$ cat config.mk
export PLATFORM = sky130hd
export DESIGN_NAME = tower_object_ctrl
export DESIGN_NICKNAME = d
export VERILOG_FILES = /design/src/rtl/tower_object_ctrl.sv
export SDC_FILE = /design/constraint.sdc
export NUM_CORES = 1
export LEC_CHECK = 0
export BUFFER_PORTS_ARGS = -buffer_cell sky130_fd_sc_hd__clkbuf_2
export CAP_MARGIN = 20
export CORE_MARGIN = 8
export CORE_UTILIZATION = 53
export CTS_BUF_LIST = sky130_fd_sc_hd__clkbuf_8
export CTS_CLUSTER_SIZE = 10
export DETAILED_ROUTE_END_ITERATION = 8
export GPL_TIMING_DRIVEN = 0
export PLACE_DENSITY = 0.82
export SLEW_MARGIN = 20
export SYNTH_ARGS = -nofsm -noshare
export SYNTH_HDL_FRONTEND = slang
export SYNTH_SLANG_ARGS = --single-unit
$ cat constraint.sdc
create_clock -name clk -period 3 [get_ports clk]
set_input_delay 0.15 -clock clk [delete_from_list [all_inputs] [get_ports clk]]
set_output_delay 0.15 -clock clk [all_outputs]
set_load 0.005 [all_outputs]
$ cat src/rtl/tower_object_ctrl.sv
// Tower object controller: spawn/hit/blink/destroy lifecycle and
// rectangle hit-test with registered bitmap offsets for one tower sprite.
module tower_object_ctrl #(
  parameter int unsigned OBJECT_WIDTH_X  = 28,
  parameter int unsigned OBJECT_HEIGHT_Y = 58,
  parameter int unsigned HIT_POINTS      = 3,
  parameter int unsigned BLINK_FRAMES    = 16
) (
  input  logic        clk,
  input  logic        resetN,
  input  logic [10:0] pixelX,
  input  logic [10:0] pixelY,
  input  logic        startOfFrame,
  input  logic        spawn,
  input  logic [10:0] spawnX,
  input  logic [10:0] spawnY,
  input  logic        hit,
  output logic [10:0] offsetX,
  output logic [10:0] offsetY,
  output logic        InsideRectangle,
  output logic        alive,
  output logic        destroyed
);

  localparam int unsigned HW_RAW = $clog2(HIT_POINTS + 1);
  localparam int unsigned HW     = (HW_RAW < 1) ? 1 : HW_RAW;
  localparam int unsigned FW_RAW = $clog2(BLINK_FRAMES + 1);
  // frameCnt[1] drives the blink, so keep at least two bits
  localparam int unsigned FW     = (FW_RAW < 2) ? 2 : FW_RAW;

  typedef enum logic [1:0] {
    IDLE   = 2'd0,
    ACTIVE = 2'd1,
    DYING  = 2'd2,
    DEAD   = 2'd3
  } state_t;

  state_t        state;
  logic [HW-1:0] health;
  logic [FW-1:0] frameCnt;
  logic          spawnPending;
  logic [10:0]   pendX;
  logic [10:0]   pendY;
  logic [10:0]   topLeftX;
  logic [10:0]   topLeftY;
  logic          hitTaken;

  logic          hitTakenEff;
  logic          countHit;
  logic [11:0]   rightEdge;
  logic [11:0]   bottomEdge;
  logic          insideNow;
  logic          drawEnable;
  logic          drawPixel;

  // Hit qualification: a start-of-frame reopens the per-frame hit window in the same cycle
  always_comb begin
    hitTakenEff = hitTaken & ~startOfFrame;
    countHit    = hit & ~hitTakenEff;
  end

  // Rectangle test with 12-bit edges so objects near 2047 clip instead of wrapping
  always_comb begin
    rightEdge  = {1'b0, topLeftX} + 12'(OBJECT_WIDTH_X);
    bottomEdge = {1'b0, topLeftY} + 12'(OBJECT_HEIGHT_Y);
    insideNow  = (pixelX >= topLeftX) && ({1'b0, pixelX} < rightEdge) &&
                 (pixelY >= topLeftY) && ({1'b0, pixelY} < bottomEdge);
    drawEnable = (state == ACTIVE) || ((state == DYING) && !frameCnt[1]);
    drawPixel  = insideNow && drawEnable;
  end

  // Lifecycle FSM with registered alive/destroyed
  always_ff @(posedge clk) begin
    if (resetN) begin
      state        <= IDLE;
      health       <= '0;
      frameCnt     <= '0;
      spawnPending <= 1'b0;
      pendX        <= '0;
      pendY        <= '0;
      topLeftX     <= '0;
      topLeftY     <= '0;
      hitTaken     <= 1'b0;
      alive        <= 1'b0;
      destroyed    <= 1'b0;
    end else begin
      destroyed <= 1'b0;
      unique case (state)
        IDLE, DEAD: begin
          if (spawnPending && startOfFrame) begin
            state        <= ACTIVE;
            topLeftX     <= pendX;
            topLeftY     <= pendY;
            health       <= HW'(HIT_POINTS);
            spawnPending <= 1'b0;
            hitTaken     <= 1'b0;
            alive        <= 1'b1;
          end else if (spawn) begin
            pendX        <= spawnX;
            pendY        <= spawnY;
            spawnPending <= 1'b1;
          end
        end
        ACTIVE: begin
          if (countHit) begin
            hitTaken <= 1'b1;
            health   <= health - HW'(1);
            if (health == HW'(1)) begin
              state    <= DYING;
              frameCnt <= FW'(BLINK_FRAMES);
              alive    <= 1'b0;
            end
          end else begin
            hitTaken <= hitTakenEff;
          end
        end
        DYING: begin
          if (startOfFrame) begin
            frameCnt <= frameCnt - FW'(1);
            if (frameCnt == FW'(1)) begin
              state     <= DEAD;
              destroyed <= 1'b1;
            end
          end
        end
        default: state <= IDLE;
      endcase
    end
  end

  // Registered draw outputs, one cycle behind the pixel coordinate
  always_ff @(posedge clk) begin
    if (resetN) begin
      InsideRectangle <= 1'b0;
      offsetX         <= '0;
      offsetY         <= '0;
    end else begin
      InsideRectangle <= drawPixel;
      offsetX         <= drawPixel ? (pixelX - topLeftX) : '0;
      offsetY         <= drawPixel ? (pixelY - topLeftY) : '0;
    end
  end

endmodule

Word-level counts from Yosys, hierarchy flattened
Cells that the tools add are included.

Flip-flop bits (word level): 80. Input port bits: 49. Logic and storage cells: 87. Output and inout port bits: 25.

Bitwise operators: 7. $lt $le $gt $ge: 4. Eq/ne operators: 10. Add/sub/neg operators: 6. Reduce and logical (&&, ||, !) cells: 23. Mux-type cells: 23.

Operator list (number): < comparator 11 x 12 -> 1 bit (2); greater-or-equal comparator 11 bit (2); subtractor 11 bit (2); two-way mux 5 bit (3); two-way mux 2 bit (7); adder 11 x 5 -> 12 bit (second input constant) (1); adder 11 x 6 -> 12 bit (second input constant) (1); case mux 5 bit (2 select lines) (1); two-way mux 1 bit (8); AND reduction 4 bit (2); logical AND 1 bit (6); != test 2 bit (second input constant) (3); case mux 2 bit (3 select lines) (1); AND reduction 2 bit (3); AND reduction 3 bit (2); nonzero test 2 bit (3); == test 5 x 1 -> 1 bit (second input constant) (1); inverter 1 bit (5); AND reduction 5 bit (1); subtractor 5 x 1 -> 5 bit (second input constant) (1); == test 2 x 1 -> 1 bit (second input constant) (2); == test 2 bit (second input constant) (2); != test 2 x 1 -> 1 bit (second input constant) (2); case mux 1 bit (2 select lines) (2); 8 further kinds (10).

Longest topological paths before layout
Gate-level depths: netlist (run 1).

Depth in word-level cells: 8. Mapped depth: 13. Gate-level depth less buffers: 12.

Worst setup path before layout (run 1)
No wires, ideal clock.

Path type: register -> register. Start: reg topLeftX[2]. End: reg offsetY[4]. Data required time: 2927 ps. Cell stages (with the launch flop): 12. Path slack: 381 ps. Setup time: 73 ps. Buffers on the path: 1. Period minus slack after synthesis: 2619 ps. Data arrival time: 2546 ps. Cells stage by stage: dfxtp_1 -> o311a_2 -> nand3_1 -> xnor2_1 -> ha_1 -> a21o_1 -> a21o_1 -> a2111o_1 -> a31oi_1 -> nand4_2 -> buf_6 -> nor3_2.

Word-level cells in the longest chain between the ends: 8. Elaborated cells between the ends (all ways): 9. Classes of those cells: add/sub: 1; order compare: 2; bitwise: 1; reduce/logical: 5.

Ends and longest elaborated chain: from (decl) (RTL line 44) `logic [10:0] topLeftX;`; from (signal assigned) (RTL line 92) `topLeftX <= pendX;`; adder 11 x 5 -> 12 bit (RTL line 64) `rightEdge = {1'b0, topLeftX} + 12'(OBJECT_WIDTH_X);`; < comparator 11 x 12 -> 1 bit (RTL line 66) `insideNow = (pixelX >= topLeftX) && ({1'b0, pixelX} < rightEdge) &&`; logical AND 1 bit (*) (2 in series) (RTL line 66); logical AND 1 bit (*) (RTL line 67) `(pixelY >= topLeftY) && ({1'b0, pixelY} < bottomEdge);`; logical AND 1 bit (*) (RTL line 69) `drawPixel = insideNow && drawEnable;`; inverter 1 bit (no source line) (*); OR reduction 2 bit (no source line) (*); to (signal assigned) (RTL line 140) `offsetY <= drawPixel ? (pixelY - topLeftY) : '0;`; to (decl) (RTL line 19) `output logic [10:0] offsetY,`.

Mark *: on every way between the ends. The rest lies on a longest branch, timed or not. A chain may end at the register's enable or synchronous reset.

Worst setup path after layout (run 1)
Start: reg topLeftY[1]. End: reg offsetX[2].

Word-level cells in the longest chain between the ends: 6. Elaborated cells between the ends (all ways): 8. Classes of those cells: add/sub: 1; order compare: 2; bitwise: 1; reduce/logical: 4.

Ends and longest elaborated chain: from (decl) (RTL line 45) `logic [10:0] topLeftY;`; from (signal assigned) (RTL line 93) `topLeftY <= pendY;`; adder 11 x 6 -> 12 bit / greater-or-equal comparator 11 bit (equally long branches) (RTL line 65, 67); < comparator 11 x 12 -> 1 bit / logical AND 1 bit (equally long branches) (RTL line 67, 66); logical AND 1 bit (*) (RTL line 67); logical AND 1 bit (*) (RTL line 69); inverter 1 bit (no source line) (*); OR reduction 2 bit (no source line) (*); to (signal assigned) (RTL line 139) `offsetX <= drawPixel ? (pixelX - topLeftX) : '0;`; to (decl) (RTL line 18) `output logic [10:0] offsetX,`.

Marked as above.

==> results_dict.tcl, run 1 <==
set metrics [dict create \
    status "complete, no violations" \
    io_pins 74 \
    clk_pin_slew_ns 0.09 \
    core_area_mm2 0.00826 \
    path_class "reg2reg" \
    initial_core_util 0.548 \
    drive_above_1_share 0.158 \
    grt_pass1_wl_mm 17.4 \
    vias 4042 \
    final-hold-violation-count 0 \
    cts.htree.levels 3 \
    preCtsSetupSlack_ns 0.0259 \
    finalMaxSlewViolations 0 \
    ant_nets 0 \
    syn_avg_cell_area_um2 8.07 \
    seq_power_share 0.413 \
    clk_latency_ns 0.36 \
    power_density_mw_per_mm2 594 \
    fin_crit_sh 0.943 \
    ys_types 51 \
    ys_ff_latch 80 \
    arrival_ns 3.12 \
    cts_buffers 9 \
    period_needed_ns 2.83 \
    clk_path_buf_depth 2 \
    utilization 0.639 \
    syn2layout_area_growth_pct 16.7 \
    antenna_found_initial 0 \
    die_height_um 108 \
    hpwl_mm 8.28 \
    whs_path_depth 3 \
    place_congestion 0.912 \
    die_x_um 108 \
    synth_area_mm2 0.00452 \
    diodes 0 \
    fmax_mhz 354 \
    fin_ws_ns 0.172 \
    vias_per_cell 5.35 \
    ys_seq_area_frac 0.354 \
    clockRootBuffer "clkbuf_8" \
    max-cap-violations 0 \
    peakVddDrop_mv 0.428 \
    worstSetupEndpointType "flip-flop" \
    hold_end "pendX[1]" \
    r2r_end "offsetX[2]" \
    clock-sinks 80 \
    clkPwrFrac 0.262 \
    setup_viol 0 \
    nets 746 \
    relSlewSlack 0.649 \
    power_frac_comb 0.325 \
    synth_cells 560 \
    yosysWarnings 0 \
    worst_pin_slew_ns 0.526 \
    hp-start "spawnX[1]" \
    drt-pass1-iter-count 4 \
    drt-total-wl_mm 10.4 \
    p_leak_uw 0.00220 \
    rows 33 \
    synth_flop_cell "dfxtp_1" \
    grt_usage 0.182 \
    synth_edf_count 0 \
    post_drt_wl_per_cell_um 13.8 \
    grt_pass1_vias 3991 \
    fill_cells 716 \
    swShare 0.365 \
    internal_power_uw 1990 \
    syn_nets 660 \
    crit_fanout 10 \
    dieArea_mm2 0.0117 \
    holdWs_ns 0.0115 \
    r2r_slack_ns 0.17 \
    rsz0062_at_grt "no" \
    remaining_drc_errors 0 \
    synth-async-reset-ratio 0 \
    setup_tns_ns 0 \
    power.net_switching_uw 1140 \
    fin_skew_ns 0.0120 \
    grt_remaining_overflow 0 \
    r2r_start "topLeftY[1]" \
    holdCritPathClass "in2reg" \
    reg2reg_depth 12 \
    cts_tree "done" \
    drt_iter0_markers 158 \
    grt_max_degree 16 \
    required_ns 3.29 \
    portBuffers 72 \
    cp-start-kind "flip-flop" \
]
[sequential cells by signal, summed over array words and instances (netlist names)]
signal           cells
offsetX             11
pendY               11
hitTaken             1
destroyed            1
InsideRectangle      1
health               2
topLeftX            11
frameCnt             5
state                2
pendX               11
spawnPending         1
alive                1
offsetY             11
topLeftY            11
[power by group through the flow]
stage	Combinational, uW	Clock, uW	Sequential, uW
floorplan	765	0	1290
global placement	950	0	1310
detailed placement	992	0	1320
CTS	1000	833	1290
global route	1160	888	1310
finish	1020	822	1300
[through the flow]
stage / cells / total power (uW) / instance area (um2)
4_1_cts: 755 / 3130 / 5240
5_1_grt: 756 / 3360 / 5280
2_1_floorplan: 560 / 2060 / 4520
3_3_place_gp: 737 / 2260 / 5010
3_5_place_dp: 737 / 2310 / 5010
6_report: 756 / 3140 / 5280
[critical path, cell delays in order (launching register included)]
cell,delay (ns)
dfxtp_1,0.39
ha_1,0.26
or4_1,0.45
nand2b_1,0.14
xnor2_1,0.13
ha_1,0.27
a21o_1,0.16
a21oi_1,0.18
nand2_1,0.09
o21ai_2,0.18
nand4_4,0.16
buf_6,0.19
nor3_2,0.16
[synth_stat cells, drive strengths merged (6+ instances only)]
cell	count	area share
o21ai	18	0.020
ha	48	0.13
inv	39	0.032
nor2	30	0.025
a21o	8	0.013
xnor2	23	0.045
clkbuf	17	0.014
nor2b	12	0.017
o21a	6	0.010
nand3	9	0.010
nor4	6	0.0083
nor3	20	0.027
dfxtp	80	0.35
a21oi	67	0.074
a31oi	6	0.0083
nand2	104	0.086
and3	7	0.0097
[layout by cell type (no fill, tap or decap), types with 4 or more instances in the layout]
master,count
a21o_1,8
a21oi_1,67
a31oi_1,5
and3_1,7
clkbuf_1,17
clkbuf_2,72
clkbuf_8,9
dfxtp_1,78
ha_1,48
inv_1,39
nand2_1,104
nand2b_1,5
nand3_1,9
nand4_1,4
nor2_1,30
nor2b_1,12
nor3_1,16
nor3_2,4
nor4_1,6
o21a_1,6
o21ai_0,16
xnor2_1,23
xor2_1,4
[layer usage]
layer | vias to the layer above | part of all wire | global-route usage
met2 | 103 | 0.47 | 0.310
met3 | 18 | 0.071 | 0.0506
li1 | 2105 | - | -
met4 | 0 | 0.019 | 0.0743
met5 | - | 0 | 0
met1 | 1816 | 0.44 | 0.210
[final cells by class]
type	count	area, um2	area share
plain buffers	20	86.3	0.0164
clock buffers	9	124	0.0235
clock inverters	7	78.8	0.0149
inverters	39	146	0.0277
multi-input cells	421	2720	0.515
flip-flops and latches	80	1600	0.304
well taps	105	131	0.0249
repair buffers	75	388	0.0735
[kinds of logic after synthesis]
logic type | share of synthesized area
xor gates and xnor gates | 0.0523
muxes | 0.00664
buffers and inverters | 0.0509
AOI/OAI and AO/OA | 0.176
and+or+nand+nor | 0.214
adders and majority gates | 0.146
DFF | 0.354
[timing repair]
item	in CTS	in global routing
hold buffers	2	0
hold endpoints to repair	2	0
setup endpoints to repair	0	23
resized for setup	0	9
buffers inserted	0	1
[worst max-delay path by stage]
stage | start | to | cells past startpoint
finish | topLeftY[1] | offsetX[2] | 12
global route | topLeftY[1] | offsetY[4] | 12
CTS | topLeftX[2] | offsetX[2] | 13
detailed placement | topLeftX[2] | offsetX[2] | 13
global placement | topLeftX[2] | offsetY[9] | 13
floorplan | topLeftX[2] | offsetY[4] | 11
(Power assumes the default switching activity.)
==> inputs of run 2 (changes only) <==
--- a/config.mk
+++ b/config.mk
@@ -7,13 +7,15 @@
 export LEC_CHECK = 0
 export BUFFER_PORTS_ARGS = -buffer_cell sky130_fd_sc_hd__clkbuf_2
 export CAP_MARGIN = 20
+export CELL_PAD_IN_SITES_DETAIL_PLACEMENT = 2
+export CELL_PAD_IN_SITES_GLOBAL_PLACEMENT = 2
 export CORE_MARGIN = 8
-export CORE_UTILIZATION = 53
+export CORE_UTILIZATION = 34
 export CTS_BUF_LIST = sky130_fd_sc_hd__clkbuf_8
 export CTS_CLUSTER_SIZE = 10
 export DETAILED_ROUTE_END_ITERATION = 8
 export GPL_TIMING_DRIVEN = 0
-export PLACE_DENSITY = 0.82
+export PLACE_DENSITY = 0.87
 export SLEW_MARGIN = 20
 export SYNTH_ARGS = -nofsm -noshare
 export SYNTH_HDL_FRONTEND = slang
==> results_dict.tcl, run 2 (synthesis gave the netlist of run 1 again) <==
set metrics [dict create \
    status "complete, but fails checks" \
    violations "hold timing" \
    cpPeakStageDelay_ns 0.43 \
    finalPower_uw 3160 \
    worst_pin_slew_ns 0.570 \
    grt_max_degree 15 \
    seq_power_share 0.412 \
    crit_family "compound AO/OA/AOI/OAI gates" \
    drive_above_1_share 0.163 \
    holdCritPathClass "in2reg" \
    crit_top_cell "a21o_1" \
    power_density_mw_per_mm2 584 \
    place_congestion 0.808 \
    crit_slowest_cell "o311a_2" \
    dieArea_mm2 0.0172 \
    core_area_mm2 0.0131 \
    die_x_um 131 \
    syn2layout_area_growth_pct 19.4 \
    grt_pass1_wl_mm 24.6 \
    portBuffers 72 \
    setup_viol 0 \
    max-cap-violations 0 \
    fill_cells 1499 \
    die_height_um 131 \
    ant_nets 0 \
    cp-start-kind "flip-flop" \
    grt_remaining_overflow 0 \
    grt_usage 0.174 \
    fin_area_mm2 0.00540 \
    drt_iter0_markers 142 \
    clk_latency_ns 0.38 \
    io_pins 74 \
    layout_common_cells "103 x nand2_1, 77 x dfxtp_1, 72 x clkbuf_2" \
    crit_fanout 5 \
    worstSetupEndpointType "flip-flop" \
    vias 4307 \
    remaining_drc_errors 0 \
    cts.htree.levels 3 \
    holdWs_ns -0.00317 \
    required_ns 3.29 \
    clk_pin_slew_ns 0.09 \
    final-hold-violation-count 1 \
    clkPwrFrac 0.239 \
    fin_ws_ns 0.143 \
    cts_tree "done" \
    path_depth 11 \
    path_cells "o311a_2 -> nand3_1 -> xnor2_1 -> ha_1 -> a21o_1 -> a21o_1 -> a2111o_1 -> a31oi_4 -> nand4_4 -> buf_4 -> a311oi_1" \
    period_needed_ns 2.86 \
    initial_core_util 0.344 \
    place_area_mm2 0.00510 \
    power_frac_comb 0.349 \
    finalMaxSlewViolations 0 \
    fin_crit_sh 0.952 \
    path_class "reg2reg" \
    layout_commonest_cell "nand2_1" \
    diodes 0 \
    swShare 0.395 \
    clk_path_buf_depth 2 \
    peakVddDrop_mv 0.299 \
    drt-total-wl_mm 14.9 \
    power.net_switching_uw 1250 \
    nets 751 \
    arrival_ns 3.15 \
    clock-sinks 80 \
    clockRootBuffer "clkbuf_8" \
    p_leak_uw 0.00220 \
    rsz0062_at_grt "no" \
    relSlewSlack 0.620 \
    fin_skew_ns 0.0138 \
    post_drt_wl_per_cell_um 17.9 \
    cp_num_buf_inv 1 \
    preCtsSetupSlack_ns -0.134 \
    rows 42 \
    cts_buffers 9 \
    grt_pass1_vias 5001 \
    drt-pass1-iter-count 4 \
    antenna_found_initial 0 \
    whs_path_depth 3 \
    fmax_mhz 350 \
    vias_per_cell 5.18 \
    hpwl_mm 11.6 \
    reg2reg_depth 11 \
    internal_power_uw 1910 \
]
-- run 2: cell types whose count changed in the layout (fill, tap and decap cells not counted), sizes merged --
cell and delta:
inv -1, clkinvlp +2, bufinv -1, dlygate4sd3 +5
-- run 2: cell type report --
class | instances | area [um2] | share of cell area
well taps | 176 | 220 | 0.0408
clock buffers | 9 | 124 | 0.0229
plain buffers | 20 | 87.6 | 0.0162
flip-flops and latches | 80 | 1610 | 0.298
repair buffers | 80 | 438 | 0.0811
clock inverters | 7 | 47.5 | 0.00880
inverters | 39 | 146 | 0.0271
multi-input cells | 421 | 2730 | 0.505
-- run 2: repair_timing --
item                                    in CTS  in global routing
endpoints found under the setup margin      22                 22
hold buffers                                 7                  0
pin swaps                                    2                  5
endpoints found under the hold margin        7                  0
cloned                                       0                  0
buffers inserted                             1                  0
resized for setup                            8                  5
-- run 2: stage by stage --
step,cells,utilization,setup TNS [ns],hold slack (ns)
global placement,808,0.388,0,0.375
CTS,832,0.409,0,0.00234
finish,832,0.411,0,-0.00317
global route,832,0.411,0,0.00433
floorplan,560,-,0,0.286
detailed placement,808,0.388,-1.81,0.385
-- run 2: path summary, 6_finish.rpt --
path,from,to,slack (ns)
min reg2reg,pendY[10],topLeftY[10],0.46
max reg2reg,topLeftX[2],offsetY[6],0.14
max,topLeftX[2],offsetY[6],0.14
min,spawnX[0],pendX[0],-0.003
-- run 2: routing by layer --
metal,up-vias,track usage,wire length (um)
li1,2107,-,-
met5,-,0,0
met4,0,0.0823,440
met2,96,0.324,7760
met1,2068,0.181,6140
met3,36,0.0373,553
-- run 2: power groups by stage --
stage | Clock, uW | Combinational, uW | Sequential, uW
after CTS | 773 | 1110 | 1300
after detailed placement | 0 | 1080 | 1330
after global routing | 816 | 1240 | 1320
final | 755 | 1100 | 1300
after global placement | 0 | 988 | 1310
after floorplan | 0 | 765 | 1290
-- run 2: worst reg2reg max path, stage by stage (launching register included) --
cell      delay, ns
dfxtp_4        0.37
o311a_2        0.43
nand3_1        0.12
xnor2_1        0.13
ha_1           0.27
a21o_1         0.17
a21o_1         0.17
a2111o_1       0.40
a31oi_4        0.19
nand4_4        0.16
buf_4          0.18
a311oi_1       0.19
